## config.mk

```make
export PLATFORM = sky130hd
export DESIGN_NAME = demux_tdm4
export DESIGN_NICKNAME = d
export VERILOG_FILES = /design/src/rtl/demux_pkg.sv /design/src/rtl/demux1to4.sv /design/src/rtl/demux_tdm4.sv
export SDC_FILE = /design/constraint.sdc
export NUM_CORES = 1
export LEC_CHECK = 0
export ABC_AREA = 1
export CORE_MARGIN = 2
export CORE_UTILIZATION = 40
export DETAILED_ROUTE_END_ITERATION = 6
export GPL_ROUTABILITY_DRIVEN = 0
export PLACE_DENSITY = 0.7
export SYNTH_ARGS = -nofsm -noshare
export SYNTH_HDL_FRONTEND = slang
export SYNTH_SLANG_ARGS = --single-unit
```

## constraint.sdc

```tcl
create_clock -name clk -period 1.5 [get_ports clk]
set_input_delay 0.3 -clock clk [delete_from_list [all_inputs] [get_ports clk]]
set_output_delay 0.3 -clock clk [all_outputs]
set_load 0.03 [all_outputs]
```

## src/rtl/demux_pkg.sv

```systemverilog
// Shared constants and FSM encoding for the 4-slot TDM demultiplexer.
package demux_pkg;

  localparam int NUM_SLOTS = 4;
  localparam int SLOT_W    = 2;

  typedef enum logic {
    HUNT = 1'b0,
    LOCK = 1'b1
  } state_t;

  // Slot counter advance; wraps modulo NUM_SLOTS through natural overflow.
  function automatic logic [SLOT_W-1:0] next_slot(input logic [SLOT_W-1:0] s);
    return s + 1'b1;
  endfunction

endpackage

```

## src/rtl/demux1to4.sv

```systemverilog
// One-hot decode of the active slot into per-slot write enables.
module demux1to4
  import demux_pkg::*;
(
  input  logic [SLOT_W-1:0]    slot,
  input  logic                 strobe,
  output logic [NUM_SLOTS-1:0] we
);

  always_comb begin
    we = '0;
    if (strobe) we[slot] = 1'b1;
  end

endmodule

```

## src/rtl/demux_tdm4.sv

```systemverilog
// Frame-aligned 4-slot TDM demultiplexer with HUNT/LOCK sync tracking.
// Slots 0..2 park in shadow registers; the slot-3 strobe commits the whole frame to q.
module demux_tdm4
  import demux_pkg::*;
#(
  parameter int WIDTH = 1
) (
  input  logic                       clk,
  input  logic                       reset,
  input  logic [WIDTH-1:0]           din,
  input  logic                       strobe,
  input  logic                       sync,
  output logic [NUM_SLOTS*WIDTH-1:0] q,
  output logic                       frame_valid,
  output logic [SLOT_W-1:0]          slot,
  output logic                       locked,
  output logic                       sync_err
);

  state_t                            state, state_nx;
  logic [SLOT_W-1:0]                 slot_nx;
  logic                              err_nx;
  logic                              wr_en;
  logic [SLOT_W-1:0]                 wr_sel;
  logic [NUM_SLOTS-1:0]              we;
  logic [NUM_SLOTS-2:0][WIDTH-1:0]   shadow;

  // Next-state / write-target decision; nothing moves without a strobe.
  always_comb begin
    state_nx = state;
    slot_nx  = slot;
    err_nx   = 1'b0;
    wr_en    = 1'b0;
    wr_sel   = '0;
    if (strobe) begin
      case (state)
        HUNT: begin
          if (sync) begin
            wr_en    = 1'b1;
            slot_nx  = SLOT_W'(1);
            state_nx = LOCK;
          end
        end
        LOCK: begin
          if (sync) begin
            // Sync always restarts a frame at slot 0; early sync also flags an error.
            wr_en   = 1'b1;
            slot_nx = SLOT_W'(1);
            err_nx  = (slot != '0);
          end else if (slot == '0) begin
            err_nx   = 1'b1;
            slot_nx  = '0;
            state_nx = HUNT;
          end else begin
            wr_en   = 1'b1;
            wr_sel  = slot;
            slot_nx = next_slot(slot);
          end
        end
        default: state_nx = HUNT;
      endcase
    end
  end

  demux1to4 u_dec (
    .slot   (wr_sel),
    .strobe (wr_en),
    .we     (we)
  );

  always_ff @(posedge clk or posedge reset) begin
    if (reset) begin
      state       <= HUNT;
      slot        <= '0;
      sync_err    <= 1'b0;
      frame_valid <= 1'b0;
    end else begin
      state       <= state_nx;
      slot        <= slot_nx;
      sync_err    <= err_nx;
      frame_valid <= we[NUM_SLOTS-1];
    end
  end

  assign locked = (state == LOCK);

  always_ff @(posedge clk or posedge reset) begin
    if (reset) begin
      shadow <= '0;
    end else begin
      for (int k = 0; k < NUM_SLOTS-1; k++)
        if (we[k]) shadow[k] <= din;
    end
  end

  // The last slot bypasses the shadow so q updates on the same edge it arrives.
  always_ff @(posedge clk or posedge reset) begin
    if (reset)                q <= '0;
    else if (we[NUM_SLOTS-1]) q <= {din, shadow};
  end

endmodule

```

# Word-level counts from Yosys, hierarchy flattened
# Index checks and enable logic that the tools add are counted.
# W data, S select, Z words.
# op_classes
add_sub_neg	1
n_eq_ne	1
magnitude_cmp	2
muxes	20
n_reduce_logical	4
bitwise_logic	1
# op_table
operator	count
$mux W2	7
$mux W1	9
$mux W4	1
$pmux W2 S2	1
$lt A2 B3 Y1 const B	1
$add A2 B1 Y2 const B	1
$demux W1 S2	1
$ge A2 B1 Y1 const B	1
$logic_not A2 Y1	1
$ne A2 B2 Y1 const B	1
$pmux W1 S2	1
$reduce_and A2 Y1	1
$reduce_bool A2 Y1	1
$logic_and A1 B1 Y1	1
$not A1 Y1	1
# totals
ff_bits	12
out_inout_bits	9

# Logic depth before layout (Yosys ltp)
# Gate-level depths: netlist of run 1.
# depth
depth_word	10
mapped_depth	8
mapped_depth_nobuf	8

# Hierarchy
# From an unflattened synthesis of run 1, not the netlist that was laid out.
# unflattened
hier_cells	67
area_unflattened_um2	553.0
# by_module_without_submodules
module	area_each_um2	seq_area_each_um2	cells_per_inst	n_inst
demux_tdm4	523.0	300.3	59	1
demux1to4	30.0	0.0	8	1

# Worst setup path after synthesis of run 1
# No wires, ideal clock.
# synth_path
kind	register to register
startpoint	register slot[1]
endpoint	register q[0]
stages_incl_launch_ff	8
period_less_slack_ns	1.645
path_slack_ns	-0.145
setup_time_ns	0.121
arrival_time_ns	1.523
cell_sequence	dfrtp_1 inv_1 ha_1 ha_1 nand2_1 nand3_4 o21bai_1 nand2_1
# synth_via
elab_chain_cells	10
elab_cells_between_ends	15
# synth_lines
element	line_no	source
start: declaration	demux_tdm4.sv:15	output logic [SLOT_W-1:0] slot,
start signal: assignment	demux_tdm4.sv:79	slot <= slot_nx;
$logic_not A2 Y1	demux_tdm4.sv:50	end else if (slot == '0) begin
$mux W2	demux_tdm4.sv:50	
$mux W2	demux_tdm4.sv:45	if (sync) begin
$mux W2	demux_tdm4.sv:36	case (state)
$mux W2	demux_tdm4.sv:35	if (strobe) begin
$lt A2 B3 Y1 (implied by the code) / $ge A2 B1 Y1 (equally long branches)	demux1to4.sv:12	if (strobe) we[slot] = 1'b1;
$logic_and A1 B1 Y1 (implied by the code)	demux1to4.sv:12	
$mux W1 (implied by the code)	demux1to4.sv:12	
$demux W1 S2	--	
$mux W4 *	demux1to4.sv:12	
end signal: assignment	demux_tdm4.sv:99	else if (we[NUM_SLOTS-1]) q <= {din, shadow};
end: declaration	demux_tdm4.sv:13	output logic [NUM_SLOTS*WIDTH-1:0] q,
# Mark *: on every way between the ends. The rest lies on a longest branch, timed or not.
# A chain may end at the register's enable or synchronous reset.

# Worst setup path in the final report of run 1
# layout_path
startpoint	register slot[1]
endpoint	register q[2]
# The elaborated chain is that of the path after synthesis.

==> results of run 1 <==
-- critical path: stages, from the launching register on --
cell and delay [ns]:
dfrtp_2 0.41, inv_2 0.05, ha_2 0.18, ha_1 0.19
nand2_2 0.10, nand3_4 0.13, o21bai_1 0.17, nand2_1 0.06
-- cell type report --
class	count	area [um^2]	area share, %
well taps	16	20.02	2.279
multi-input cells	43	291.5	33.19
inverters	12	45.04	5.128
repair buffers	22	182.7	20.80
clock buffers	4	36.28	4.131
flip-flops and latches	12	302.8	34.47
-- worst paths after layout --
check | start | endpoint | slack, ns | cells after the start
max reg2reg | slot[1]$_DFFE_PP0P_ | q[2]$_DFFE_PP0P_ | 0.1 | 7
max | slot[1]$_DFFE_PP0P_ | q[2]$_DFFE_PP0P_ | 0.1 | 7
max in group asynchronous | reset | slot[0]$_DFFE_PP0P_ | 0.86 | 2
min | reset | q[2]$_DFFE_PP0P_ | 0.32 | 2
min in group clk | shadow[2]$_DFFE_PP0P_ | q[2]$_DFFE_PP0P_ | 0.49 | 2
min reg2reg | shadow[2]$_DFFE_PP0P_ | q[2]$_DFFE_PP0P_ | 0.49 | 2
-- synth_stat cells --
library cell  instances
nand3_1               2
mux2_2                1
o211ai_1              1
o21bai_1              6
nor2_8                1
nor2_1                4
nand3_4               1
dfrtp_1              12
nor2_4                1
nand2_1              17
inv_1                12
o21ai_0               2
nand2_2               2
ha_1                  3
nand2_4               2
-- logic make-up (layout without fill, tap and decap cells) --
kind of cell / after synthesis / in the layout
AO/OA/AOI/OAI: 9 / 9
adder cells (fa/ha/maj): 3 / 3
buffers and inverters: 12 / 38
flip-flops: 12 / 12
multiplexers: 1 / 1
AND/OR/NAND/NOR: 30 / 30
-- timing repair --
| action | 4_1_cts | 5_1_grt |
|---|---|---|
| endpoints found under the setup margin | 9 | 6 |
| pin swaps | 0 | 3 |
| resized for setup | 9 | 5 |
| hold buffers | 0 | 0 |
| buffers inserted | 0 | 2 |
-- power by group --
part / leakage, nW / internal [mW] / total [mW] / switching (mW)
Combinational: 0.309 / 0.188 / 0.466 / 0.278
Sequential: 0.133 / 0.408 / 0.456 / 0.0483
Clock: 0.0210 / 0.148 / 0.258 / 0.110
-- cells in the final DEF (no fill, tap or decap), drive strengths merged --
master          n
nand3           3
buf             9
dfrtp          12
mux2            1
nor2            6
ha              3
inv            12
nand2          21
o21bai          6
o211ai          1
dlygate4sd2     8
clkdlybuf4s50   4
o21ai           2
clkbuf          5
-- layer usage --
layer  GRT usage [%]  up-vias
met2           21.18        9
li1                -      261
met4           9.091        0
met1           19.84      227
met3           3.750        3
met5               0        -
-- state kept, by name (all words and copies together) (netlist names) --
| name | cells |
|---|---|
| frame_valid | 1 |
| q | 4 |
| locked | 1 |
| sync_err | 1 |
| slot | 2 |
| shadow | 3 |
-- stage by stage --
step | setup slack (ns) | instance area (um^2) | cells
after floorplan | 0.002607 | 634.4 | 67
after global placement | -0.09329 | 837.1 | 103
after detailed placement | -0.1243 | 837.1 | 103
after CTS | 0.01936 | 862.1 | 107
after global routing | -0.01281 | 878.3 | 109
final | 0.09620 | 878.3 | 109
==> results.sh, run 1 <==
export IMPL_finalCritPeriodShare_pct=93.59
export IMPL_port_buffers=13
export IMPL_ant_nets=0
export IMPL_synth_compound_area_share_pct=9.940
export IMPL_syn_avg_cell_area_um2=9.393
export IMPL_area_growth_pct=39.56
export IMPL_fin_tns_setup_ns=0
export IMPL_met1Wirelength_um=548
export IMPL_path_class="register to register"
export IMPL_synth_area_top_cells="dfrtp_1 (48%), nand2_1 (10%), inv_1 (7.2%)"
export IMPL_vias=500
export IMPL_slew_headroom_pct=70.87
export IMPL_vdd_drop_max_mv=0.5237
export IMPL_cts_tree="built"
export IMPL_drv_slew=0
export IMPL_skew_ns=0.003095
export IMPL_grt_first_pass_wirelength_um=1987
export IMPL_wl_met2_um=539
export IMPL_hold_violations=0
export IMPL_finish_utilization_pct=58.99
export IMPL_syn_area_um2=629.4
export IMPL_grt_pass1_vias=462
export IMPL_std_cell_rows=14
export IMPL_ys_ff_latch=12
export IMPL_fmaxAchievable_mhz=712.4
export IMPL_start_kind="register"
export IMPL_die_x_um=43.67
export IMPL_cts_buffers_inserted=3
export IMPL_status="completed"
export IMPL_design_die_area_um2=1907
export IMPL_wirelength_um=1153
export IMPL_grt_max_degree=13
export IMPL_dp_hpwl_um=905
export IMPL_drc=0
export IMPL_routed_wl_met3_um=44
export IMPL_worstMarginPinSlew_ns=0.4364
export IMPL_holdWs_ns=0.3151
export IMPL_grt_usage_pct=14.77
export IMPL_fillers=132
export IMPL_yosysUniqueCellTypes=15
export IMPL_synthAdderAreaFrac_pct=5.964
export IMPL_antenna_found_initial=0
export IMPL_ioPinCount=14
export IMPL_powerDensity_nw_per_um2=1343
export IMPL_start_util_pct=42.27
export IMPL_p_leak_nw=0.4631
export IMPL_dr_pass1_iters=2
export IMPL_cp_max_fo=7
export IMPL_totalPowerFinal_mw=1.180
export IMPL_critPathCaptureType="register"
export IMPL_hold_path_class="input pin to async pin"
export IMPL_synth_top_family_by_area="simple AND/OR/NAND/NOR gates"
export IMPL_core_um2=1489
export IMPL_synthMuxAreaShare_pct=1.789
export IMPL_cts_clk_slew_worst_paths_ns=0.08
export IMPL_highest_layer="met4"
export IMPL_drive_gt1_share_pct=30.11
export IMPL_arrival_ns=1.57
export IMPL_ys_seq_area_share_pct=47.71
export IMPL_synth_top_cell_by_area="dfrtp_1"
export IMPL_netlist_area_leader_share_pct=47.71
export IMPL_diodes=0
export IMPL_clkSinkCount=12
export IMPL_cap_violations=0
export IMPL_postSynthCellCount=67
export IMPL_grt_ovfl_total=0
export IMPL_synthesis_nets=75
export IMPL_layout_nets=102
export IMPL_worst_endpoint_required_ns=1.67
export IMPL_h_tree_depth=1
export IMPL_clock_path_buffers=2
export IMPL_setup_violations=0
export IMPL_wire_per_inst_um=10.58
export IMPL_clkLatencyLatePin_ns=0.27
export IMPL_root_buffer="clkbuf_4"
export IMPL_synth_xor_area_share_pct=0
export IMPL_synth_simple_area_share_pct=27.44
export IMPL_fp_dieH_um=43.67
export IMPL_ys_warnings_count=0
export IMPL_via_per_inst=4.587
export IMPL_timing_final_crit_period_ns=1.404
export IMPL_drtIter0Drc=3
Power figures use the tool's default switching activity.
==> run 2: changes to the inputs <==
- CORE_MARGIN: 2 -> 3
==> run 2 against run 1 <==
Compared with the run above: hold slack improved by 0.0074 ns; clock skew is 0.0025 ns lower; global-route usage shrank 0.99 points; critical endpoint is now shadow[1]$_DFFE_PP0P_; largest cell class unchanged; critical path type unchanged; count of clock-buffer cells in the layout did not move; sequential share of layout area is 0.91 points higher; register-to-register slack barely moved; design area shrank 2.6%; non-clock buffer count shrank 3; final cell count down 3.7%; via count decreased by 7.2%; core utilization is 2.9 points higher.
==> results.sh, run 2 (synthesized netlist as in run 1, its figures left out) <==
export IMPL_slew_headroom_pct=70.85
export IMPL_final_common_cell="nand2_1"
export IMPL_grt_pass1_vias=445
export IMPL_arrival_ns=1.55
export IMPL_critPathBufInv=1
export IMPL_cts_tree="built"
export IMPL_holdWs_ns=0.3225
export IMPL_grt_first_pass_wirelength_um=2021
export IMPL_path_class="register to register"
export IMPL_wirelength_um=1126
export IMPL_finish_utilization_pct=61.90
export IMPL_ant_nets=0
export IMPL_port_buffers=13
export IMPL_hold_violations=0
export IMPL_dp_cells=101
export IMPL_fillers=117
export IMPL_r2r_start="slot[1]$_DFFE_PP0P_"
export IMPL_p_switching_uw=423.7
export IMPL_fmaxAchievable_mhz=718.5
export IMPL_area_growth_pct=35.98
export IMPL_worstMarginPinSlew_ns=0.4368
export IMPL_status="completed"
export IMPL_fp_dieH_um=45.67
export IMPL_start_kind="register"
export IMPL_vdd_drop_max_mv=0.7717
export IMPL_powerDensity_nw_per_um2=1357
export IMPL_timing_rr_end="shadow[1]$_DFFE_PP0P_"
export IMPL_drtIter0Drc=3
export IMPL_clock_path_buffers=2
export IMPL_clkLatencyLatePin_ns=0.27
export IMPL_design_die_area_um2=2085
export IMPL_dp_hpwl_um=897
export IMPL_grt_usage_pct=13.77
export IMPL_cts_buffers_inserted=3
export IMPL_critPathTopFamily="adder cells"
export IMPL_startpoint="slot[1]$_DFFE_PP0P_"
export IMPL_fin_tns_setup_ns=0
export IMPL_final_cell_mix="nand2_1 (16), inv_1 (12), dfrtp_1 (10)"
export IMPL_grt_most_used_layer="met2"
export IMPL_regArea_um2=302.8
export IMPL_critPathCaptureType="register"
export IMPL_critPathMaxStageDelay_ns=0.37
export IMPL_globalRouteMet2Util_pct=19.50
export IMPL_skew_ns=0.0005945
export IMPL_cap_violations=0
export IMPL_drc=0
export IMPL_grt_max_degree=13
export IMPL_vias=464
export IMPL_crit_slowest_cell="dfrtp_2"
export IMPL_clkSinkCount=12
export IMPL_worst_endpoint_required_ns=1.66
export IMPL_reg2reg_depth=7
export IMPL_place_ws_ns=-0.09860
export IMPL_top_register="q"
export IMPL_rsz0062_at_grt="no"
export IMPL_layout_nets=99
export IMPL_multiInputGateArea_um2=289.0
export IMPL_grt_use_met3_pct=5.929
export IMPL_layoutNonFillerInstCount=105
export IMPL_reg2reg_slack_ns=0.11
export IMPL_fin_ws_ns=0.1082
export IMPL_cts_hold_buf=0
export IMPL_p_int_uw=737.9
export IMPL_grt_ovfl_total=0
export IMPL_combPwrFrac_pct=39.7
export IMPL_netSwitchingFraction_pct=36.47
export IMPL_via_per_inst=4.419
export IMPL_grt_util_met1_pct=18.34
export IMPL_cts_setup_buffers=0
export IMPL_die_x_um=45.67
export IMPL_ioPinCount=14
export IMPL_diodes=0
export IMPL_setup_violations=0
export IMPL_core_um2=1383
export IMPL_p_leak_nw=0.4525
export IMPL_timing_final_crit_period_ns=1.392
export IMPL_dr_pass1_iters=2
export IMPL_hold_path_class="input pin to async pin"
export IMPL_reg_top3="q: 4 flops, shadow: 3 flops, slot: 2 flops"
export IMPL_finalCritPeriodShare_pct=92.79
export IMPL_crit_chain="inv_1 -> ha_2 -> ha_1 -> nand2_2 -> nand3_4 -> o21bai_1 -> nand2_1"
export IMPL_seq_power_share_pct=38.7
export IMPL_h_tree_depth=1
export IMPL_cp_max_fo=7
export IMPL_clkPwrFrac_pct=21.6
export IMPL_largest_reg_flops=4
export IMPL_drv_slew=0
export IMPL_antenna_found_initial=0
export IMPL_root_buffer="clkbuf_4"
export IMPL_cts_clk_slew_worst_paths_ns=0.07
export IMPL_std_cell_rows=13
export IMPL_drive_gt1_share_pct=24.44
export IMPL_cp_depth=7
export IMPL_start_util_pct=45.52
export IMPL_wire_per_inst_um=10.72
[run 2: worst reg2reg max path, delay by kind of cell (launching register included)]
family          cells  cell delay, ns
fa+ha+maj           2            0.38
flops               1            0.37
simple gates        3            0.30
compound gates      1            0.16
buf+inv             1            0.07
[run 2: per-layer routing]
layer	routed length, um	share of wire (%)
met4	12	1.1
met2	482	43
met3	53	4.7
met5	0	0
met1	577	51
[run 2: stage by stage]
stage | cell area (um^2) | total power, mW
floorplan | 634.4 | 0.7589
global placement | 828.3 | 0.9540
detailed placement | 828.3 | 0.9583
CTS | 853.3 | 1.179
global route | 855.8 | 1.250
finish | 855.8 | 1.162
[run 2: power by group through the flow]
stage          clock network, mW  logic [mW]  registers (mW)
6_report                   0.251       0.461           0.450
5_1_grt                    0.274       0.511           0.465
4_1_cts                    0.261       0.465           0.452
3_5_place_dp                   0       0.500           0.459
3_3_place_gp                   0       0.497           0.457
2_1_floorplan                  0       0.189           0.569
[run 2: timing repair]
item	CTS	global route
pin swaps	0	2
endpoints found under the setup margin	9	5
gates resized for setup	9	1
[run 2: worst max-delay path by stage]
| stage | endpoint | slack, ns |
|---|---|---|
| floorplan | q[0]$_DFFE_PP0P_ | 0.003 |
| finish | shadow[1]$_DFFE_PP0P_ | 0.11 |
| CTS | shadow[1]$_DFFE_PP0P_ | 0.07 |
| global route | shadow[1]$_DFFE_PP0P_ | 0.003 |
| detailed placement | shadow[1]$_DFFE_PP0P_ | -0.1 |
| global placement | shadow[1]$_DFFE_PP0P_ | -0.09 |
[run 2: cell type report]
cell class | count | share of cell area [%]
sequential | 12 | 35.38
multi-input combinational | 43 | 33.77
timing repair buffer | 19 | 19.15
inverter | 12 | 5.263
clock buffer | 4 | 4.240
tap | 15 | 2.193
